==> config.mk <==
export PLATFORM = sky130hd
export DESIGN_NAME = instruction_rx_flat
export DESIGN_NICKNAME = d
export VERILOG_FILES = /design/src/rtl/instruction_rx_if.sv /design/src/rtl/instruction_rx.sv /design/src/flat_wrapper.sv
export SDC_FILE = /design/constraint.sdc
export NUM_CORES = 1
export LEC_CHECK = 0
export BUFFER_PORTS_ARGS = -buffer_cell sky130_fd_sc_hd__buf_2
export CORE_MARGIN = 4
export CORE_UTILIZATION = 59
export DETAILED_ROUTE_END_ITERATION = 12
export GPL_TIMING_DRIVEN = 0
export PLACE_DENSITY = 0.78
export SETUP_SLACK_MARGIN = 0.4
export SYNTH_ARGS = -nofsm -noshare
export SYNTH_HDL_FRONTEND = slang
export SYNTH_SLANG_ARGS = --single-unit
export TNS_END_PERCENT = 10
==> constraint.sdc <==
create_clock -name clk -period 7.2 [get_ports clk]
set_clock_uncertainty 0.2 [all_clocks]
set_input_delay 0.72 -clock clk [delete_from_list [all_inputs] [get_ports clk]]
set_output_delay 0.72 -clock clk [all_outputs]
set_load 0.005 [all_outputs]
==> src/rtl/instruction_rx_if.sv <==
// instruction_rx_if
// Bundles the operator inputs, the receiver status outputs and the
// instruction queue handshake of instruction_rx.
//   master : operator / servo command decoder side
//            (drives data_bit, confirm_bit, instr_ready)
//   slave  : instruction_rx side
//            (drives waiting_bit, bit_index, instr_valid, instr_data,
//             fill, parity_err, overflow)
interface instruction_rx_if #(
    parameter int WIDTH = 10,
    parameter int DEPTH = 4
);
    localparam int IDX_W  = $clog2(WIDTH + 2);
    localparam int FILL_W = $clog2(DEPTH + 1);

    logic              data_bit;
    logic              confirm_bit;
    logic              waiting_bit;
    logic [IDX_W-1:0]  bit_index;
    logic              instr_valid;
    logic [WIDTH-1:0]  instr_data;
    logic              instr_ready;
    logic [FILL_W-1:0] fill;
    logic              parity_err;
    logic              overflow;

    modport master (
        output data_bit, confirm_bit, instr_ready,
        input  waiting_bit, bit_index, instr_valid, instr_data,
               fill, parity_err, overflow
    );

    modport slave (
        input  data_bit, confirm_bit, instr_ready,
        output waiting_bit, bit_index, instr_valid, instr_data,
               fill, parity_err, overflow
    );
endinterface

==> src/rtl/instruction_rx.sv <==
// instruction_rx
// Serial instruction receiver: collects WIDTH bits (MSB first, plus an
// optional trailing even-parity bit) from a data/confirm pair, with a
// lockout window of SETTLE cycles after every accepted confirm. Completed
// words are pushed into a DEPTH-entry first-word-fall-through queue that
// the consumer drains with instr_valid/instr_ready.
// Ports:
//   clk    clock
//   reset  synchronous, active-high reset
//   bus    instruction_rx_if.slave (operator inputs, status, queue handshake)
//
// state    | meaning
// ---------+-----------------------------------------------------------
// RELEASE  | wait for confirm_bit low so a held confirm counts only once
// WAIT     | waiting_bit=1, capture data_bit on confirm_bit high
// SETTLE   | inputs ignored for SETTLE cycles, bit shifted on last count
// CHECK    | one cycle: parity / overflow decision and queue push
module instruction_rx #(
    parameter int WIDTH     = 10,
    parameter int SETTLE    = 11,
    parameter int PARITY_EN = 1,
    parameter int DEPTH     = 4
) (
    input logic              clk,
    input logic              reset,
    instruction_rx_if.slave  bus
);
    localparam int FRAME  = WIDTH + PARITY_EN;
    localparam int IDX_W  = $clog2(WIDTH + 2);
    localparam int FILL_W = $clog2(DEPTH + 1);
    localparam int PTR_W  = $clog2(DEPTH);
    localparam int CNT_W  = (SETTLE > 1) ? $clog2(SETTLE) : 1;

    localparam logic [IDX_W-1:0]  FRAME_IDX = IDX_W'(FRAME);
    localparam logic [CNT_W-1:0]  CNT_LAST  = CNT_W'(SETTLE - 1);
    localparam logic [FILL_W-1:0] FULL      = FILL_W'(DEPTH);

    typedef enum logic [1:0] {
        S_RELEASE,
        S_WAIT,
        S_SETTLE,
        S_CHECK
    } state_t;

    state_t state, state_nx;

    logic              captured;
    logic [CNT_W-1:0]  settle_cnt;
    logic [FRAME-1:0]  shreg;
    logic [IDX_W-1:0]  bit_index;
    logic              parity_err;
    logic              overflow;

    logic [WIDTH-1:0]  mem [DEPTH];
    logic [PTR_W-1:0]  wr_ptr;
    logic [PTR_W-1:0]  rd_ptr;
    logic [FILL_W-1:0] fill;
    logic [WIDTH-1:0]  last_data;

    logic              settle_done;
    logic              last_bit;
    logic              parity_bad;
    logic              full;
    logic              pop;
    logic              push;
    logic [WIDTH-1:0]  frame_data;

    assign settle_done = (state == S_SETTLE) && (settle_cnt == CNT_LAST);
    assign last_bit    = (bit_index == FRAME_IDX - IDX_W'(1));
    assign parity_bad  = (PARITY_EN != 0) && (^shreg);
    assign full        = (fill == FULL);
    assign pop         = (fill != '0) && bus.instr_ready;
    // A pop in the CHECK cycle frees the slot the push needs.
    assign push        = (state == S_CHECK) && !parity_bad && (!full || pop);
    assign frame_data  = shreg[FRAME-1 -: WIDTH];

    always_ff @(posedge clk) begin
        if (reset) begin
            state <= S_RELEASE;
        end else begin
            state <= state_nx;
        end
    end

    always_comb begin
        state_nx = state;
        case (state)
            S_RELEASE: if (!bus.confirm_bit) state_nx = S_WAIT;
            S_WAIT:    if (bus.confirm_bit)  state_nx = S_SETTLE;
            S_SETTLE:  if (settle_done)      state_nx = last_bit ? S_CHECK : S_RELEASE;
            S_CHECK:   state_nx = S_RELEASE;
            default:   state_nx = S_RELEASE;
        endcase
    end

    always_ff @(posedge clk) begin
        if (reset) begin
            captured   <= 1'b0;
            settle_cnt <= '0;
            shreg      <= '0;
            bit_index  <= '0;
            parity_err <= 1'b0;
            overflow   <= 1'b0;
        end else begin
            parity_err <= 1'b0;
            overflow   <= 1'b0;
            case (state)
                S_WAIT: begin
                    if (bus.confirm_bit) begin
                        captured   <= bus.data_bit;
                        settle_cnt <= '0;
                    end
                end
                S_SETTLE: begin
                    settle_cnt <= settle_cnt + CNT_W'(1);
                    if (settle_done) begin
                        shreg     <= {shreg[FRAME-2:0], captured};
                        bit_index <= bit_index + IDX_W'(1);
                    end
                end
                S_CHECK: begin
                    parity_err <= parity_bad;
                    overflow   <= !parity_bad && full && !pop;
                    shreg      <= '0;
                    bit_index  <= '0;
                end
                default: ;
            endcase
        end
    end

    always_ff @(posedge clk) begin
        if (push && !reset) begin
            mem[wr_ptr] <= frame_data;
        end
    end

    // last_data keeps the most recently popped word so instr_data holds
    // its last value once the queue runs empty.
    always_ff @(posedge clk) begin
        if (reset) begin
            wr_ptr    <= '0;
            rd_ptr    <= '0;
            fill      <= '0;
            last_data <= '0;
        end else begin
            if (push) wr_ptr <= wr_ptr + PTR_W'(1);
            if (pop) begin
                rd_ptr    <= rd_ptr + PTR_W'(1);
                last_data <= mem[rd_ptr];
            end
            case ({push, pop})
                2'b10:   fill <= fill + FILL_W'(1);
                2'b01:   fill <= fill - FILL_W'(1);
                default: ;
            endcase
        end
    end

    assign bus.waiting_bit = (state == S_WAIT);
    assign bus.bit_index   = bit_index;
    assign bus.instr_valid = (fill != '0);
    assign bus.instr_data  = (fill != '0) ? mem[rd_ptr] : last_data;
    assign bus.fill        = fill;
    assign bus.parity_err  = parity_err;
    assign bus.overflow    = overflow;
endmodule

==> src/flat_wrapper.sv <==
// flat-port wrapper written by rule: the top's interface ports become plain ports
module instruction_rx_flat 
#(
    parameter int WIDTH     = 10,
    parameter int SETTLE    = 11,
    parameter int PARITY_EN = 1,
    parameter int DEPTH     = 4
)
  (clk, reset, bus_data_bit, bus_confirm_bit, bus_instr_ready, bus_waiting_bit, bus_bit_index, bus_instr_valid, bus_instr_data, bus_fill, bus_parity_err, bus_overflow);
  instruction_rx_if #(.WIDTH(WIDTH), .DEPTH(DEPTH)) bus_i ();
  input logic clk;
  input logic reset;
  input wire logic [$bits(bus_i.data_bit)-1:0] bus_data_bit;
  input wire logic [$bits(bus_i.confirm_bit)-1:0] bus_confirm_bit;
  input wire logic [$bits(bus_i.instr_ready)-1:0] bus_instr_ready;
  output wire logic [$bits(bus_i.waiting_bit)-1:0] bus_waiting_bit;
  output wire logic [$bits(bus_i.bit_index)-1:0] bus_bit_index;
  output wire logic [$bits(bus_i.instr_valid)-1:0] bus_instr_valid;
  output wire logic [$bits(bus_i.instr_data)-1:0] bus_instr_data;
  output wire logic [$bits(bus_i.fill)-1:0] bus_fill;
  output wire logic [$bits(bus_i.parity_err)-1:0] bus_parity_err;
  output wire logic [$bits(bus_i.overflow)-1:0] bus_overflow;
  assign bus_i.data_bit = bus_data_bit;
  assign bus_i.confirm_bit = bus_confirm_bit;
  assign bus_i.instr_ready = bus_instr_ready;
  assign bus_waiting_bit = bus_i.waiting_bit;
  assign bus_bit_index = bus_i.bit_index;
  assign bus_instr_valid = bus_i.instr_valid;
  assign bus_instr_data = bus_i.instr_data;
  assign bus_fill = bus_i.fill;
  assign bus_parity_err = bus_i.parity_err;
  assign bus_overflow = bus_i.overflow;
  instruction_rx #(.WIDTH(WIDTH), .SETTLE(SETTLE), .PARITY_EN(PARITY_EN), .DEPTH(DEPTH)) u_core (.clk(clk), .reset(reset), .bus(bus_i));
endmodule
==> results of run 1 <==
==> power by group through the flow <==
stage                     Sequential, mW  Combinational [mW]  Clock [mW]
after floorplan                    0.505              0.0246           0
after detailed placement           0.506              0.0363           0
after global placement             0.506              0.0348           0
final                              0.495              0.0360       0.326
after global routing               0.496              0.0402       0.354
after CTS                          0.495              0.0366       0.329
==> critical path, delay by kind of cell, from the launching register on <==
family | cells | cell delay, ps
compound gates | 1 | 130
xor+xnor | 4 | 960
fa+ha+maj | 2 | 580
buf+inv | 1 | 60
flops | 1 | 520
simple gates | 2 | 500
==> cell usage after synthesis <==
cell type | number | area, sq um
nand4b_1 | 1 | 8.76
and3_1 | 1 | 6.26
xnor3_2 | 1 | 23.8
mux4_2 | 10 | 225
nand4_1 | 1 | 6.26
nor2_1 | 31 | 116
a21oi_1 | 22 | 110
mux2_4 | 1 | 15.0
ha_1 | 9 | 113
buf_2 | 1 | 5.00
nand2b_1 | 3 | 18.8
nor3_1 | 5 | 25.0
nand4_4 | 1 | 21.3
a22oi_1 | 11 | 82.6
mux2i_1 | 2 | 20.0
edfxtp_1 | 40 | 1200
buf_6 | 1 | 11.3
o22a_1 | 1 | 8.76
clkbuf_1 | 9 | 33.8
nand2_1 | 27 | 101
or3_1 | 2 | 12.5
nor2b_1 | 2 | 12.5
or4b_2 | 1 | 10.0
dfxtp_1 | 43 | 861
xor2_1 | 3 | 26.3
o21ai_0 | 6 | 30.0
xnor2_1 | 9 | 78.8
nand3_1 | 2 | 10.0
clkbuf_8 | 1 | 13.8
nor3b_1 | 4 | 30.0
nor4b_1 | 1 | 8.76
mux2_2 | 11 | 124
buf_1 | 2 | 7.51
inv_1 | 9 | 33.8
a2111oi_0 | 1 | 8.76
xnor2_2 | 1 | 16.3
fa_1 | 1 | 20.0
or2_2 | 1 | 6.26
==> cells by family after synthesis <==
group           share of synthesized area
fa+ha+maj                          0.0383
flops                               0.595
mux                                 0.111
buf+inv                            0.0303
compound gates                     0.0694
simple gates                        0.114
xor+xnor                           0.0419
==> registers in the layout, indices dropped and copies added (netlist names), named ones only <==
| name | cells |
|---|---|
| u_core.bus.fill | 3 |
| u_core.captured | 1 |
| u_core.state | 2 |
| u_core.bus.bit_index | 4 |
| u_core.bus.overflow | 1 |
| u_core.mem | 40 |
| u_core.shreg | 11 |
| u_core.rd_ptr | 2 |
| u_core.wr_ptr | 2 |
| u_core.last_data | 10 |
| u_core.bus.parity_err | 1 |
| u_core.settle_cnt | 4 |
==> routing by layer <==
layer / GRT usage / vias to the layer above
li1: - / 1072
met1: 0.261 / 1065
met2: 0.332 / 58
met3: 0.0363 / 11
met4: 0.0906 / 0
met5: 0 / -
==> worst min path at each step <==
stage	end	slack [ps]	cells past startpoint
global route	u_core.last_data[0]$_SDFFE_PP0P_	280	2
finish	u_core.last_data[9]$_SDFFE_PP0P_	250	2
floorplan	u_core.last_data[0]$_SDFFE_PP0P_	230	2
CTS	u_core.last_data[9]$_SDFFE_PP0P_	260	2
global placement	u_core.last_data[6]$_SDFFE_PP0P_	240	2
detailed placement	u_core.last_data[9]$_SDFFE_PP0P_	250	2
==> per-stage QoR <==
step | cell area [sq um] | worst slack (ps) | cells
6_report | 3890 | 4180 | 391
5_1_grt | 3890 | 4040 | 391
4_1_cts | 3890 | 4190 | 391
3_5_place_dp | 3700 | 3970 | 375
3_3_place_gp | 3680 | 3800 | 375
2_1_floorplan | 3460 | 4220 | 278
==> cell type report <==
class | count | area [sq um]
Inverter | 9 | 33.8
Sequential cell | 83 | 2060
Tap cell | 72 | 90.1
Buffer | 14 | 71.3
Clock inverter | 5 | 52.6
Clock buffer | 11 | 141
Timing Repair Buffer | 25 | 125
Fill cell | 414 | 1720
Multi-Input combinational cell | 172 | 1320
==> summary.md, run 1 <==
| Metric | Value |
|---|---|
| Avg Cell Area, Syn | 12.5 sq um |
| CP Data Required Time | 7280 ps |
| Overall Power | 0.857 mW |
| Initial antenna violation count | 0 |
| Cell Pwr Density | 220 nW/um^2 |
| Worst hold start | u_core.last_data[9]$_SDFFE_PP0P_ |
| Critical path, cell by cell | xnor2_2, xnor2_1, xnor3_2, nand4_4, ha_1, inv_1, fa_1, xor2_1, or3_1, a21oi_1 |
| Worst slew margin | 0.334 |
| Comb pwr share | 0.042 |
| RePlAce Congestion | 0.806 |
| CTS resizes | 0 |
| Static Leak | 1.39 nW |
| Final ANT Viol Nets | 0 |
| Most common cell after layout, fill and taps aside | dfxtp_1 |
| Die Width | 84.6 um |
| Commonest cells after routing, fill and taps aside | dfxtp_1, edfxtp_1, nor2_1, nand2_1, buf_2 |
| IR Drop Worst-Case VDD | 0.116 mV |
| R2r setup slk | 4180 ps |
| Chip height | 84.6 um |
| Switch share | 0.211 |
| Synth warn | 0 |
| Wire length per cell | 16.7 um |
| Pins over their slew limit | 0 |
| Setup crit end | u_core.bus.fill[2]$_SDFFE_PP0P_ |
| HPWL Detailed | 4340 um |
| CTS tree | built |
| Port Buffers | 25 |
| CP Class | reg2reg |
| RSZ-0062 raised after global routing | no |
| Later-pin clock latency in the skew report | 350 ps |
| R2r endpoint | u_core.bus.fill[2]$_SDFFE_PP0P_ |
| Mapped cell area | 3460 sq um |
| Total Wirelength | 6530 um |
| Worst flop-to-flop path startpoint | u_core.shreg[5]$_SDFFE_PP0P_ |
| Worst-Margin Slew | 994 ps |
| Startpoint types | flip-flop |
| Layout overhead on the synthesized area | 12.4% |
| Sequential-to-total area share from yosys stat | 0.595 |
| Met2 routed WL | 3310 um |
| Crit path time final | 3020 ps |
| Data arrival, critical path | 3100 ps |
| Diode count | 0 |
| Iteration count of the initial detailed-routing pass | 4 |
| Worst hold path type | reg2reg |
| Layout Utilization | 0.694 |
| Critical path launch point | u_core.shreg[5]$_SDFFE_PP0P_ |
| Clock Power Share | 0.380 |
| CP max-delay cell | dfxtp_1 |
| Switching pwr | 0.181 mW |
| Tcrit/Tclk final | 0.420 |
| Drt drc | 0 |
| Row Count | 27 |
| Final setup viols | 0 |
| Die area | 7160 sq um |
| Worst-case reg-to-reg path depth | 10 |
| Fmax | 0.331 GHz |
| WHS | 253 ps |
| DR vias | 2206 |
| Met1 wire length | 2750 um |
| Routed vias/inst | 5.64 |
| # H-tree levels | 3 |
| Clock Tree Buf Depth | 2 |
| Crit end category | flip-flop |
| Clk root buf | clkbuf_8 |
| Netlist cell types | 38 |
| Met3 wirelength from detailed routing | 352 um |
| Setup TNS | 0 ps |
| MaxCap Viol Count | 0 |
| Syn nets | 293 |
| Tot GR Track Use | 0.202 |
| Worst-path clk slew | 80 ps |
| Setup repair bufs after CTS | 0 |
| Number of buffers created by CTS | 9 |
| # IOs | 26 |
| Vias in the first global route | 2240 |
| Highest Signal Layer | met4 |
| Sequential share of power | 0.578 |
| CP max stage delay | 520 ps |
| Layout cell share with drive strength beyond 1 | 0.229 |
| Crit-path max FO | 7 |
| Core ar. | 5610 sq um |
| Gate Count Post-Synth | 278 |
| CTS Hold Bufs | 0 |
| First-pass GRT wire length | 11100 um |
| #FFs+latches synth | 83 |
| CTS Sinks | 83 |
| Largest net degree at the start of global routing | 14 |
| Final Hold Viols | 0 |
| Grt total ovfl | 0 |
| Final #Nets | 329 |
| Status | complete, no violations |
| Initial core utilization | 0.618 |
| Internal | 0.676 mW |
| DR iter-0 viols | 102 |
(Power assumes the default switching activity.)
==> inputs of run 2 (changes only) <==
==> constraint.sdc (replaced) <==
create_clock -name clk -period 3 [get_ports clk]
set_clock_uncertainty 0.2 [all_clocks]
set_input_delay 0.3 -clock clk [delete_from_list [all_inputs] [get_ports clk]]
set_output_delay 0.3 -clock clk [all_outputs]
set_load 0.005 [all_outputs]
==> summary.md, run 2 (synthesis results as in run 1) <==
| Metric | Value |
|---|---|
| Status | complete, no violations (unchanged) |
| Largest net degree at the start of global routing | 14 (unchanged) |
| Cell repeated most along the worst path | xnor2_2 |
| CTS Sinks | 83 (unchanged) |
| IR Drop Worst-Case VDD | 0.328 mV (was 0.116 mV) |
| Critical path, cell by cell | xnor2_2, xnor2_2, xnor3_2, nand4_4, ha_4, inv_1, fa_2, xor2_1, or3_1, a21oi_1 (was xnor2_2, xnor2_1, xnor3_2, nand4_4, ha_1, inv_1, fa_1, xor2_1, or3_1, a21oi_1) |
| Clock Tree Buf Depth | 2 (unchanged) |
| Row Count | 27 (unchanged) |
| Clk root buf | clkbuf_8 (unchanged) |
| Multi-input logic area | 1370 sq um (was 1320 sq um) |
| CP Class | reg2reg (unchanged) |
| First-pass GRT wire length | 11300 um (was 11100 um) |
| Later-pin clock latency in the skew report | 350 ps (about the same) |
| Diode count | 0 (unchanged) |
| Commonest cells after routing, fill and taps aside | edfxtp_1, dfxtp_1, nor2_1, nand2_1, buf_2 (was dfxtp_1, edfxtp_1, nor2_1, nand2_1, buf_2) |
| Register area | 2080 sq um (was 2060 sq um) |
| FILL cells | 392 (was 414) |
| Setup TNS | 0 ps (unchanged) |
| Largest regs | u_core.mem (40), u_core.shreg (11), u_core.last_data (10) (unchanged) |
| DR iter-0 viols | 127 (was 102) |
| Tot GR Track Use | 0.205 (was 0.202) |
| RSZ-0062 raised after global routing | yes (was no) |
| Switch share | 0.208 (was 0.211) |
| Worst-path clk slew | 80 ps (about the same) |
| Cell Pwr Density | 517 nW/um^2 (was 220 nW/um^2) |
| Worst hold path type | in2reg (was reg2reg) |
| Crit end category | flip-flop (unchanged) |
| Number of buffers created by CTS | 9 (unchanged) |
| Final #Nets | 337 (was 329) |
| Biggest register | u_core.mem (unchanged) |
| Comb pwr share | 0.043 (was 0.042) |
| Die area | 7160 sq um (unchanged) |
| Die Width | 84.6 um (unchanged) |
| Grt total ovfl | 0 (unchanged) |
| Chip height | 84.6 um (unchanged) |
| Most common cell after layout, fill and taps aside | edfxtp_1 (was dfxtp_1) |
| Dpl cell area | 3720 sq um (was 3700 sq um) |
| CP max-delay cell | xnor3_2 (was dfxtp_1) |
| Final worst-path setup slack | 194 ps (was 4180 ps) |
| Initial core utilization | 0.618 (unchanged) |
| Finished Layout Cells | 399 (was 391) |
| CP delay by family, top | XOR/XNOR gates (unchanged) |
| Vias in the first global route | 2203 (was 2240) |
| Internal | 1.66 mW (was 0.676 mW) |
| Sequential share of power | 0.565 (was 0.578) |
| Worst-Margin Slew | 909 ps (was 994 ps) |
| MaxCap Viol Count | 0 (unchanged) |
| Dpl ws | 117 ps (was 3970 ps) |
| Crit path buffers/inverters | 1 (unchanged) |
| Drt drc | 0 (unchanged) |
| Layout cell share with drive strength beyond 1 | 0.303 (was 0.229) |
| Final setup viols | 0 (unchanged) |
| Post-route cell area | 4050 sq um (was 3890 sq um) |
| Data arrival, critical path | 2890 ps (was 3100 ps) |
| RePlAce Congestion | 0.776 (was 0.806) |
| Clock Power Share | 0.392 (was 0.380) |
| Crit-path max FO | 7 (unchanged) |
| Initial antenna violation count | 0 (unchanged) |
| Final Hold Viols | 0 (unchanged) |
| DR vias | 2231 (was 2206) |
| # IOs | 26 (unchanged) |
| Final ANT Viol Nets | 0 (unchanged) |
| Overall Power | 2.10 mW (was 0.857 mW) |
| Switching pwr | 0.435 mW (was 0.181 mW) |
| Startpoint types | flip-flop (unchanged) |
| Core ar. | 5610 sq um (unchanged) |
| Pins over their slew limit | 0 (unchanged) |
| CTS tree | built (unchanged) |
| Largest register FFs | 40 (unchanged) |
| Fmax | 0.356 GHz (was 0.331 GHz) |
| Port Buffers | 25 (unchanged) |
| HPWL Detailed | 4380 um (was 4340 um) |
| Crit path time final | 2810 ps (was 3020 ps) |
| Layout overhead on the synthesized area | 17.0% (was 12.4%) |
| Wire length per cell | 17.4 um (was 16.7 um) |
| CP max stage delay | 400 ps (was 520 ps) |
| Tcrit/Tclk final | 0.935 (was 0.420) |
| # H-tree levels | 3 (unchanged) |
| Dpl cells | 375 (unchanged) |
| Routed vias/inst | 5.59 (was 5.64) |
| Static Leak | 1.47 nW (was 1.39 nW) |
| Iteration count of the initial detailed-routing pass | 5 (was 4) |
| CP Data Required Time | 3080 ps (was 7280 ps) |
| Worst slew margin | 0.391 (was 0.334) |
| Total Wirelength | 6940 um (was 6530 um) |
## run 2: cell types whose count changed in the layout (fill, tap and decap cells not counted), sizes merged
| cell | delta |
|---|---|
| clkbuf | +2 |
| bufinv | -1 |
| clkinv | -1 |
| buf | +8 |
## run 2: final timing paths
kind                                                         end  cells past startpoint                             start  slack [ps]
worst max-delay path             u_core.bus.fill[2]$_SDFFE_PP0P_                     10      u_core.shreg[9]$_SDFFE_PP0P_         190
worst min-delay path                u_core.captured$_SDFFE_PP0P_                      3                      bus_data_bit          20
worst max register to register   u_core.bus.fill[2]$_SDFFE_PP0P_                     10      u_core.shreg[9]$_SDFFE_PP0P_         190
worst min register to register  u_core.last_data[0]$_SDFFE_PP0P_                      2  u_core.last_data[0]$_SDFFE_PP0P_         260
## run 2: power by group through the flow
stage	clock network (mW)	registers, mW	logic (mW)
after detailed placement	0	1.21	0.0867
final	0.821	1.18	0.0900
after global routing	0.900	1.19	0.0994
after global placement	0	1.21	0.0845
after CTS	0.835	1.19	0.0890
after floorplan	0	1.21	0.0602
## run 2: final cells by class
| cell class | count | share of cell area |
|---|---|---|
| sequential | 83 | 0.514 |
| multi-input combinational | 172 | 0.338 |
| clock buffer | 13 | 0.0497 |
| timing repair buffer | 33 | 0.0457 |
| tap | 72 | 0.0222 |
| buffer | 14 | 0.0179 |
| inverter | 9 | 0.00834 |
| clock inverter | 3 | 0.00370 |
## run 2: layer usage
layer | up-vias | global-route usage | share of wire
met5 | - | 0 | 0
met4 | 0 | 0.0734 | 0.020
met3 | 13 | 0.0383 | 0.049
met2 | 60 | 0.337 | 0.50
met1 | 1082 | 0.272 | 0.43
li1 | 1076 | - | -
## run 2: timing repair
| action | in CTS | in global routing |
|---|---|---|
| setup buffers | 5 | 3 |
| hold buffers | 0 | 0 |
| setup endpoints to repair | 42 | 45 |
| gates resized for setup | 7 | 9 |
| endpoints found under the hold margin | 0 | 0 |
| pin swaps | 2 | 5 |
## run 2: through the flow
| stage | hold slack [ps] | utilization |
|---|---|---|
| floorplan | 234 | - |
| global placement | 239 | 0.660 |
| detailed placement | 247 | 0.664 |
| CTS | 4.30 | 0.713 |
| global route | 29.2 | 0.723 |
| finish | 19.7 | 0.723 |
## run 2: worst reg2reg max path, delay by kind of cell, from the launching register on
kind | cells | cell delay (ps)
xor gates and xnor gates | 4 | 990
adders and majority gates | 2 | 500
DFF | 1 | 390
and+or+nand+nor | 2 | 480
buffers and inverters | 1 | 50
AOI/OAI and AO/OA | 1 | 140
